===== src/rtl/lebug_pkg.sv =====
// ============================================================================
// lebug_pkg : shared defaults and helpers for the debug pipeline front end.
// Rev 1.0
// ============================================================================
`default_nettype none

package lebug_pkg;

   localparam int DEF_N          = 8;
   localparam int DEF_DATA_WIDTH = 32;
   localparam int DEF_IB_DEPTH   = 4;

   // Address bits plus one wrap bit.
   function automatic int ptr_width(input int depth);
      return $clog2(depth) + 1;
   endfunction

endpackage

`default_nettype wire


===== src/rtl/ram_dual_port.sv =====
// ============================================================================
// ram_dual_port : simple dual-port RAM, write on port a, registered read on b.
// Rev 1.0
// ============================================================================
`default_nettype none

module ram_dual_port #(
   parameter int WIDTH    = 8,
   parameter int NUMWORDS = 4,
   parameter int ADDR_W   = $clog2(NUMWORDS)
) (
   input  logic              clk,
   input  logic              i_clken,
   input  logic              i_wren_a,
   input  logic [ADDR_W-1:0] i_addr_a,
   input  logic [WIDTH-1:0]  i_data_a,
   input  logic [ADDR_W-1:0] i_addr_b,
   output logic [WIDTH-1:0]  o_q_b
);

   logic [WIDTH-1:0] r_mem [NUMWORDS];
   logic [WIDTH-1:0] r_q;

   // Read-during-write to the same address returns the old word.
   always_ff @(posedge clk) begin
      if (i_clken) begin
         if (i_wren_a) begin
            r_mem[i_addr_a] <= i_data_a;
         end
         r_q <= r_mem[i_addr_b];
      end
   end

   assign o_q_b = r_q;

endmodule

`default_nettype wire


===== src/rtl/vector_fifo.sv =====
// ============================================================================
// vector_fifo : circular FIFO of N-lane vectors with eof tag, status flags and
//               sticky overflow.
// Rev 1.0
// ============================================================================
`default_nettype none

module vector_fifo
   import lebug_pkg::*;
#(
   parameter int N            = DEF_N,
   parameter int DATA_WIDTH   = DEF_DATA_WIDTH,
   parameter int IB_DEPTH     = DEF_IB_DEPTH,
   parameter int AF_THRESHOLD = IB_DEPTH - 1
) (
   input  logic                             clk,
   input  logic                             rst,
   input  logic                             enqueue,
   input  logic                             eof_in,
   input  logic [DATA_WIDTH-1:0]            vector_in [N],
   input  logic                             dequeue,
   output logic                             valid_out,
   output logic                             eof_out,
   output logic [DATA_WIDTH-1:0]            vector_out [N],
   output logic                             full,
   output logic                             almost_full,
   output logic                             empty,
   output logic [ptr_width(IB_DEPTH)-1:0]   occupancy,
   output logic                             overflow
);

   localparam int c_PTR_W  = ptr_width(IB_DEPTH);
   localparam int c_ADDR_W = c_PTR_W - 1;
   localparam int c_WORD_W = N * DATA_WIDTH + 1;
   localparam logic [c_PTR_W-1:0] c_AF = c_PTR_W'(AF_THRESHOLD);

   if ((IB_DEPTH < 2) || ((IB_DEPTH & (IB_DEPTH - 1)) != 0)) begin : g_bad_depth
      $error("vector_fifo: IB_DEPTH must be a power of two and at least 2");
   end
   if ((AF_THRESHOLD < 1) || (AF_THRESHOLD > IB_DEPTH)) begin : g_bad_af
      $error("vector_fifo: AF_THRESHOLD must lie in 1..IB_DEPTH");
   end

   logic [c_PTR_W-1:0]  r_wr_ptr, r_rd_ptr, r_occ;
   logic                r_full, r_af, r_empty, r_ovf, r_valid;
   logic [c_WORD_W-1:0] r_hold;

   logic                w_rd_acc, w_wr_acc;
   logic [c_PTR_W-1:0]  w_wr_nxt, w_rd_nxt, w_occ_nxt;
   logic [c_WORD_W-1:0] w_wdata, w_q, w_rdata;

   assign w_rd_acc = dequeue && !r_empty;
   assign w_wr_acc = enqueue && (!r_full || w_rd_acc);
   assign w_wr_nxt = r_wr_ptr + c_PTR_W'(w_wr_acc);
   assign w_rd_nxt = r_rd_ptr + c_PTR_W'(w_rd_acc);

   always_comb begin
      w_occ_nxt = r_occ;
      if (w_wr_acc && !w_rd_acc) begin
         w_occ_nxt = r_occ + 1'b1;
      end else if (!w_wr_acc && w_rd_acc) begin
         w_occ_nxt = r_occ - 1'b1;
      end
   end

   always_comb begin
      w_wdata = '0;
      w_wdata[c_WORD_W-1] = eof_in;
      for (int l = 0; l < N; l++) begin
         w_wdata[l*DATA_WIDTH +: DATA_WIDTH] = vector_in[l];
      end
   end

   ram_dual_port #(
      .WIDTH    (c_WORD_W),
      .NUMWORDS (IB_DEPTH),
      .ADDR_W   (c_ADDR_W)
   ) u_ram (
      .clk      (clk),
      .i_clken  (1'b1),
      .i_wren_a (w_wr_acc),
      .i_addr_a (r_wr_ptr[c_ADDR_W-1:0]),
      .i_data_a (w_wdata),
      .i_addr_b (r_rd_ptr[c_ADDR_W-1:0]),
      .o_q_b    (w_q)
   );

   always_ff @(posedge clk or posedge rst) begin
      if (rst) begin
         r_wr_ptr <= '0;
         r_rd_ptr <= '0;
         r_occ    <= '0;
         r_full   <= 1'b0;
         r_af     <= 1'b0;
         r_empty  <= 1'b1;
         r_ovf    <= 1'b0;
         r_valid  <= 1'b0;
         r_hold   <= '0;
      end else begin
         r_wr_ptr <= w_wr_nxt;
         r_rd_ptr <= w_rd_nxt;
         r_occ    <= w_occ_nxt;
         r_empty  <= (w_wr_nxt == w_rd_nxt);
         r_full   <= (w_wr_nxt[c_ADDR_W-1:0] == w_rd_nxt[c_ADDR_W-1:0]) &&
                     (w_wr_nxt[c_ADDR_W] != w_rd_nxt[c_ADDR_W]);
         r_af     <= (w_occ_nxt >= c_AF);
         r_valid  <= w_rd_acc;
         if (enqueue && !w_wr_acc) begin
            r_ovf <= 1'b1;
         end
         if (r_valid) begin
            r_hold <= w_q;
         end
      end
   end

   // RAM output is live only during the pop cycle; otherwise show the last pop.
   assign w_rdata = r_valid ? w_q : r_hold;

   always_comb begin
      for (int l = 0; l < N; l++) begin
         vector_out[l] = w_rdata[l*DATA_WIDTH +: DATA_WIDTH];
      end
   end

   assign eof_out     = w_rdata[c_WORD_W-1];
   assign valid_out   = r_valid;
   assign full        = r_full;
   assign almost_full = r_af;
   assign empty       = r_empty;
   assign occupancy   = r_occ;
   assign overflow    = r_ovf;

endmodule

`default_nettype wire


===== config.mk =====
export PLATFORM = sky130hd
export DESIGN_NAME = vector_fifo
export DESIGN_NICKNAME = d
export VERILOG_FILES = /design/src/rtl/lebug_pkg.sv /design/src/rtl/ram_dual_port.sv /design/src/rtl/vector_fifo.sv
export SDC_FILE = /design/constraint.sdc
export NUM_CORES = 1
export LEC_CHECK = 0
export CORE_ASPECT_RATIO = 0.5
export CORE_MARGIN = 5
export CORE_UTILIZATION = 55
export DETAILED_ROUTE_END_ITERATION = 7
export DONT_BUFFER_PORTS = 1
export PLACE_DENSITY = 0.72
export SLEW_MARGIN = 15
export SYNTH_ARGS = -nofsm -noshare
export SYNTH_HDL_FRONTEND = slang
export SYNTH_SLANG_ARGS = --single-unit

===== constraint.sdc =====
create_clock -name clk -period 21.6 [get_ports clk]
set_clock_uncertainty 0.15 [all_clocks]
set_input_delay 4.32 -clock clk [delete_from_list [all_inputs] [get_ports clk]]
set_output_delay 4.32 -clock clk [all_outputs]
set_load 0.05 [all_outputs]

; Word level (Yosys, flattened, before mapping)
; Memory sizes are Yosys's and may differ from the RTL's. A register that Yosys moved wholly into a read port is not among the register bits.
; Cells that the tools add are included.
[totals]
register_bits = 271
latchBits = 0
ramBits = 1028
romBits = 0
in_bits = 261
memories = 1
[memory_table]
columns = memory, depth, width, read_ports, rd_ports_with_merged_regs, write_ports, line
row1 = u_ram.r_mem, 4, 257, 1, 1, 1, ram_dual_port.sv:21  ; logic [WIDTH-1:0] r_mem [NUMWORDS];
[op_classes]
n_addsub = 4
n_mul = 0
n_div = 0
n_lt_le_gt_ge = 1
n_eq_ne = 3
shift = 0
muxes = 5
n_bitwise = 0
n_reduce_logical = 11
[ops]
columns = operator, n
row1 = 257-bit 2-to-1 mux, 1
row2 = 3-bit by 1-bit adder with 3-bit output, 2
row3 = 1-bit logical AND, 6
row4 = 3-bit 2-to-1 mux, 2
row5 = 1-bit logical NOT, 4
row6 = "3-bit by 1-bit adder with 3-bit output, second input constant", 1
row7 = 3-bit equality test, 1
row8 = "3-bit by 2-bit greater-or-equal comparator with 1-bit output, second input constant", 1
row9 = "3-bit by 1-bit subtractor with 3-bit output, second input constant", 1
row10 = 2-bit equality test, 1
row11 = 1-bit 2-to-1 mux, 2
row12 = 1-bit logical OR, 1
row13 = 1-bit != test, 1

; Longest topological paths before layout
; Gate-level depths: netlist (run 1).
[depth]
depth_word = 9
mapped_depth = 7

; Cells and area by module
; From an unflattened synthesis (run 1), not the netlist that was laid out.
[unflattened]
hier_cells = 2195
hier_area_um2 = 55176.7
[modules_own_cells]
columns = mod, n_inst, cells_per_inst, area_each_um2, seq_area_each_um2
row1 = ram_dual_port, 1, 1604, 45065.7, 38587.0
row2 = vector_fifo, 1, 591, 10110.9, 6782.8

; Worst setup path before layout (run 1)
; OpenSTA, ideal clock, no wires.
[synth_path]
path_type = input -> register
start = input dequeue
end = memory u_ram.r_mem[0][0] in the netlist's numbering (enable)
setup_time_ns = 1.243
arrival_ns = 23.336
required_time_ns = 20.207
path_slack_ns = -3.128
cell_stages = 3
n_path_buf = 0
cell_sequence = nand2b_4 a21boi_0 nor3b_1
[synth_via]
elab_chain_cells = 5
[synth_lines]
columns = element, line
row1 = from (decl), vector_fifo.sv:21  ; input logic dequeue,
row2 = 1-bit logical AND, vector_fifo.sv:52  ; assign w_rd_acc = dequeue && !r_empty;
row3 = 1-bit logical OR, vector_fifo.sv:53  ; assign w_wr_acc = enqueue && (!r_full || w_rd_acc);
row4 = 1-bit logical AND, vector_fifo.sv:53
row5 = 1-bit 2-to-1 mux, ram_dual_port.sv:27  ; if (i_wren_a) begin
row6 = 1-bit 2-to-1 mux (not written as such), ram_dual_port.sv:28  ; r_mem[i_addr_a] <= i_data_a;
row7 = to (decl), ram_dual_port.sv:21
; No other way between the ends.

==> impl_metrics.csv, run 1 <==
group,metric,value,unit
synth,syn-num-nets,2463,
global_route,antenna_found_initial,0,
floorplan,start_util,0.553,
floorplan,rows,80,
clocking,clk_pin_slew,0.06,ns
global_route,grt_pass1_wl,147,mm
clocking,cts_setup_buffers,0,
drt,drt_pass1_iterations,5,
global_route,grt_pass1_vias,22300,
pwr,pwr-share-comb,0.280,
worst_setup_path,critical_path.most_common_cell,"buf_4",
pwr,power.internal,6.21,mW
worst_setup_path,crit_fanout,71,
worst_setup_path,r2r_cells,5,
sta,max_slew.worst_pin.slew,1.11,ns
outcome,status,"finished clean",
drt,wl_met2,54.6,mm
drt,dr_wl_met3,4.53,mm
sta,grt_setup_unrepaired,"no",
global_route,grt_max_degree,157,
clocking,cts_resized,0,
pwr,p_sw,3.21,mW
pwr,p_leak,19.8,nW
place,placedCellCount,3408,
pwr,p_seq_frac,0.475,
drt,top_layer_used,"met4",
worst_setup_path,end_kind,"output pin",
pwr,powerDensity,163,nW/µm²
sta,hold_slack,0.324,ns
final_layout,final_cell_count_no_fill,3650,
place,port_buffers,0,
global_route,overflow,0,
clocking,clock_latency,0.74,ns
sta,period_needed,8.65,ns
worst_setup_path,crit_path_start_kind,"flip-flop",
drt,wl_met1,34.8,mm
worst_setup_path,cp.required,17.13,ns
worst_setup_path,rrSetupSlack,17.01,ns
synth,synth_seq_cells,1556,
sta,post-route-period-util,0.400,
drt,dr.first_iter.drc_count,1418,
worst_hold_path,hold_path_class,"flip-flop to flip-flop",
global_route,grt_usage,0.193,
synth,ys_seq_area_frac,0.814,
clocking,h-tree-depth,4,
synth,synth_top_area_frac,0.587,
final_layout,area_growth,10.1,%
worst_setup_path,cp_slowest_cell,"dfrtp_4",
synth,yosys.area.top_type,"edfxtp_1",
final_layout,layout_common_cells,"edfxtp_1 (1028), dfrtp_1 (267), mux2_2 (258)",
worst_setup_path,crit_chain,"buf_4, buf_4, mux2_2",
worst_setup_path,critical_path_class,"flip-flop to output pin",
final_layout,fin_area,57900,µm²
floorplan,die_h,229,µm
sta,max_freq,116,MHz
pwr,ir_worst_vdd,0.000120,V
drt,wl_per_cell,26.6,µm
pwr,p_clk_frac,0.245,
sta,final-hold-violation-count,0,
synth,synthFlopType,"edfxtp_1",
worst_setup_path,crit_arrival,4.18,ns
synth,synth_edf_count,1028,
floorplan,core_area,95100,µm²
drt,via_per_inst,5.69,
sta,totalNegativeSetupSlack,0,ns
sta,slew_headroom,0.257,
place,gp_congestion,0.740,
run,max-cap-violations,0,
worst_hold_path,min_to,"r_wr_ptr[2]$_DFF_PP0_",
final_layout,nNetsFinal,2536,
drt,dr_total_vias,20800,
worst_hold_path,hp-start,"r_wr_ptr[2]$_DFF_PP0_",
synth,synthArstFlopShare,0.174,
floorplan,ios,526,
worst_setup_path,startpoint,"valid_out$_DFF_PP0_",
drt,antenna_left,0,
worst_setup_path,timing.rr.start,"full$_DFF_PP0_",
synth,yosysUniqueCellTypes,30,
drt,drc,0,
clocking,clk_path_buf_depth,3,
synth,synth.area.top_cells,"edfxtp_1 (59%), dfrtp_1 (13%), mux4_2 (11%)",
final_layout,antenna-diode-count,0,
worst_hold_path,holdPathStages,1,
synth,syn_inst,2196,
worst_setup_path,max_stage_delay,1.12,ns
place,dpl-instance-area,53700,µm²
final_layout,layout-drive-gt1-share,0.313,
worst_setup_path,regToRegEndpoint,"u_ram.r_mem[0][126]$_DFFE_PP_",
sta,setup_viol,0,
synth,netlist_area,52600,µm²
drt,wirelength,97.3,mm
clocking,cts_hold_buf,0,
sta,drv_slew,0,
clocking,cts_sinks,1556,
final_layout,layout_commonest_cell,"edfxtp_1",
clocking,clockRootBuffer,"clkbuf_16",
synth,yosys_warnings,0,
clocking,cts_made_buffers,130,
floorplan,die_area,102000,µm²
floorplan,die_w,447,µm
place,hpwl,58.3,mm
clocking,cts_tree,"built",
pwr,p_sw_frac,0.341,
synth,avgSynthCellArea,23.9,µm²
## cell type report
cell class	instances	area (µm²)
Sequential cell	1556	42800
Fill cell	6435	37200
Multi-Input combinational cell	548	9010
Clock buffer	198	3770
Tap cell	1271	1590
Clock inverter	44	445
Timing Repair Buffer	28	248
Inverter	5	31.3
## cells in the mapped netlist (all sizes together), types with 2 or more instances
| master | number |
|---|---|
| dfrtp | 270 |
| nand2 | 3 |
| dfxtp | 257 |
| mux4 | 257 |
| nor2b | 2 |
| clkbuf | 5 |
| edfxtp | 1028 |
| nor2 | 3 |
| ha | 6 |
| inv | 5 |
| buf | 82 |
| mux2 | 259 |
| xnor2 | 6 |
| nor3b | 2 |
## sequential cells by signal, summed over array words and instances, names as in the netlist
| register | flops |
|---|---|
| empty | 1 |
| occupancy | 3 |
| r_rd_ptr | 3 |
| almost_full | 1 |
| r_hold | 257 |
| valid_out | 1 |
| r_wr_ptr | 3 |
| full | 1 |
| overflow | 1 |
| u_ram.o_q_b | 257 |
| u_ram.r_mem | 1028 |
## power by group through the flow
stage	clock [mW]	sequential, mW	combinational, mW
after global routing	2.52	4.55	2.78
after CTS	2.38	4.50	2.69
after detailed placement	0	4.56	2.69
after floorplan	0	4.47	2.46
after global placement	0	4.52	2.66
final	2.31	4.48	2.64
## worst max path at each step
stage	endpoint	slack, ns
after detailed placement	u_ram.r_mem[1][189]$_DFFE_PP_	13.18
after global placement	u_ram.r_mem[1][205]$_DFFE_PP_	13.16
after floorplan	u_ram.r_mem[1][0]$_DFFE_PP_	5.12
final	vector_out[34]	12.95
after global routing	vector_out[35]	12.77
after CTS	vector_out[35]	12.90
## layer usage
layer,up-vias,track usage
met2,468,0.350
li1,8900,-
met5,-,0
met3,169,0.0430
met1,11200,0.225
met4,0,0.0783
## stage by stage
step	worst slack, ns	util	total power, mW
3_5_place_dp	13.18	0.565	7.24
6_report	12.95	0.609	9.43
5_1_grt	12.77	0.609	9.84
2_1_floorplan	5.12	-	6.93
4_1_cts	12.90	0.609	9.57
3_3_place_gp	13.16	0.565	7.19
## kinds of logic after synthesis
group,share of synthesized area
fa+ha+maj,0.00143
xor+xnor,0.00117
simple gates,0.00171
mux,0.166
buf+inv,0.0155
compound gates,0.000666
flops,0.814
## worst max-delay path: cells and delay by family, from the launching register on
| family | cells | cell delay (ns) |
|---|---|---|
| flops | 1 | 1.12 |
| mux | 1 | 0.55 |
| buf+inv | 2 | 1.56 |
Power figures use the tool's default switching activity.
==> run 2, diff against run 1 <==
- PLACE_DENSITY: 0.72 -> 0.69
- clock period: 21.6 -> 8.5 ns (I/O delays scaled with it)
==> run 2 against run 1 <==
Compared with the run above:
- sequential cell count unchanged
- sequential share of layout area fell by 0.25 points
- worst hold slack improved by 0.0044 ns
- count of clock-buffer cells in the layout is 9 lower
==> impl_metrics.csv, run 2 (synthesized netlist as in run 1, its figures left out) <==
group,metric,value,unit
pwr,ir_worst_vdd,0.000258,V
sta,setup_viol,0,
worst_setup_path,timing.rr.start,"full$_DFF_PP0_",
drt,dr.first_iter.drc_count,1400,
floorplan,start_util,0.553,
final_layout,area_growth,10.5,%
floorplan,core_area,95100,µm²
global_route,grt_max_degree,148,
clocking,cts_hold_buf,0,
worst_setup_path,critical_path_class,"flip-flop to output pin",
sta,slew_headroom,0.271,
final_layout,layout_common_cells,"edfxtp_1 (1028), dfrtp_1 (267), mux2_2 (258)",
drt,antenna_left,0,
sta,drv_slew,0,
floorplan,rows,80,
place,hpwl,58.1,mm
final_layout,largest_register,"u_ram.r_mem",
worst_hold_path,holdPathStages,1,
final_layout,fillCellCount,6483,
global_route,grt_usage,0.194,
worst_hold_path,hold_path_class,"flip-flop to flip-flop",
final_layout,utilization,0.611,
worst_setup_path,crit_fanout,79,
pwr,powerDensity,415,nW/µm²
worst_setup_path,rrSetupSlack,5.12,ns
clocking,cts_sinks,1556,
place,gp_congestion,0.746,
clocking,cts_setup_buffers,0,
worst_setup_path,cp_slowest_cell,"dfrtp_4",
floorplan,ios,526,
final_layout,antenna-diode-count,0,
worst_setup_path,cp_num_buf_inv,1,
clocking,clockRootBuffer,"clkbuf_16",
drt,via_per_inst,5.64,
sta,grt_setup_unrepaired,"no",
clocking,clk_path_buf_depth,3,
sta,max_slew.worst_pin.slew,1.09,ns
floorplan,die_area,102000,µm²
worst_setup_path,critical_path.top_delay_family,"flip-flops",
final_layout,nNetsFinal,2534,
place,place_ws,4.01,ns
drt,drt_pass1_iterations,7,
floorplan,die_h,229,µm
global_route,grt_pass1_wl,147,mm
sta,post-route-period-util,0.603,
global_route,antenna_found_initial,0,
clocking,h-tree-depth,4,
worst_setup_path,max_stage_delay,0.96,ns
final_layout,largest_reg_flops,1028,
drt,wl_per_cell,26.6,µm
clocking,clock_latency,0.72,ns
worst_setup_path,cp.required,6.65,ns
drt,dr_total_vias,20600,
worst_setup_path,crit_arrival,3.28,ns
sta,fin_ws,3.37,ns
worst_setup_path,r2r_cells,5,
run,max-cap-violations,0,
worst_hold_path,hp-start,"r_wr_ptr[2]$_DFF_PP0_",
place,port_buffers,0,
floorplan,die_w,447,µm
clocking,clk_pin_slew,0.07,ns
worst_setup_path,end_kind,"output pin",
pwr,p_leak,19.9,nW
global_route,overflow,0,
worst_setup_path,crit_chain,"buf_4, mux2_2",
global_route,grt_pass1_vias,22400,
drt,wirelength,97.1,mm
clocking,cts_resized,0,
worst_setup_path,crit_path_start_kind,"flip-flop",
clocking,cts_made_buffers,130,
final_layout,layout-drive-gt1-share,0.315,
sta,max_freq,195,MHz
drt,drc,0,
clocking,cts_tree,"built",
sta,period_needed,5.13,ns
worst_setup_path,regToRegEndpoint,"u_ram.r_mem[1][21]$_DFFE_PP_",
sta,final-hold-violation-count,0,
outcome,status,"finished clean",
worst_hold_path,min_to,"r_wr_ptr[2]$_DFF_PP0_",
final_layout,layout_commonest_cell,"edfxtp_1",
==> run 2: cell count changes in the layout (fill, tap and decap cells not counted), moves of 2 or more <==
cell | before | now
clkinv_8 | 6 | 0
buf_4 | 25 | 16
clkinv_4 | 0 | 2
buf_12 | 3 | 8
clkinv_1 | 9 | 13
clkinv_2 | 15 | 12
clkinvlp_4 | 3 | 6
clkbuf_1 | 46 | 32
clkbuf_16 | 134 | 139
bufinv_16 | 6 | 9
==> run 2: metrics by stage <==
| step | cell area [µm²] | cells | TNS [ns] | power [mW] | hold slack (ns) |
|---|---|---|---|---|---|
| 2_1_floorplan | 52600 | 2196 | -129.61 | 17.4 | 0.297 |
| 3_3_place_gp | 53700 | 3405 | 0 | 18.3 | 0.319 |
| 3_5_place_dp | 53700 | 3405 | 0 | 18.4 | 0.319 |
| 4_1_cts | 58100 | 3642 | 0 | 24.5 | 0.329 |
| 5_1_grt | 58100 | 3643 | 0 | 25.2 | 0.367 |
| 6_report | 58100 | 3643 | 0 | 24.1 | 0.329 |
==> run 2: how the worst max path moves through the flow <==
stage,startpoint,end,slack [ns],depth (start not counted)
2_1_floorplan,dequeue,u_ram.r_mem[0][0]$_DFFE_PP_,-0.50,3
3_5_place_dp,dequeue,u_ram.r_mem[1][42]$_DFFE_PP_,4.01,6
6_report,valid_out$_DFF_PP0_,vector_out[43],3.37,2
5_1_grt,valid_out$_DFF_PP0_,vector_out[43],3.23,2
3_3_place_gp,dequeue,u_ram.r_mem[1][42]$_DFFE_PP_,3.98,6
4_1_cts,valid_out$_DFF_PP0_,vector_out[43],3.29,2
==> run 2: power breakdown <==
group	total (mW)	internal, mW	switching, mW
combinational	6.72	2.05	4.67
clock	6.02	3.43	2.59
sequential	11.4	10.5	0.892
total	24.1	15.9	8.15
==> run 2: metal layers <==
metal,vias up,part of all wire,GRT usage
met5,-,0,0
met4,0,0.030,0.0718
met3,142,0.044,0.0419
met2,389,0.55,0.348
met1,11100,0.37,0.232
li1,8911,-,-
==> run 2: cell type report <==
type / count / area [µm²] / share of cell area
Sequential cell: 1556 / 42800 / 0.737
Multi-Input combinational cell: 548 / 9020 / 0.155
Clock buffer: 189 / 3850 / 0.0662
Tap cell: 1271 / 1590 / 0.0274
Clock inverter: 48 / 493 / 0.00848
Timing Repair Buffer: 26 / 319 / 0.00549
Inverter: 5 / 22.5 / 0.000388
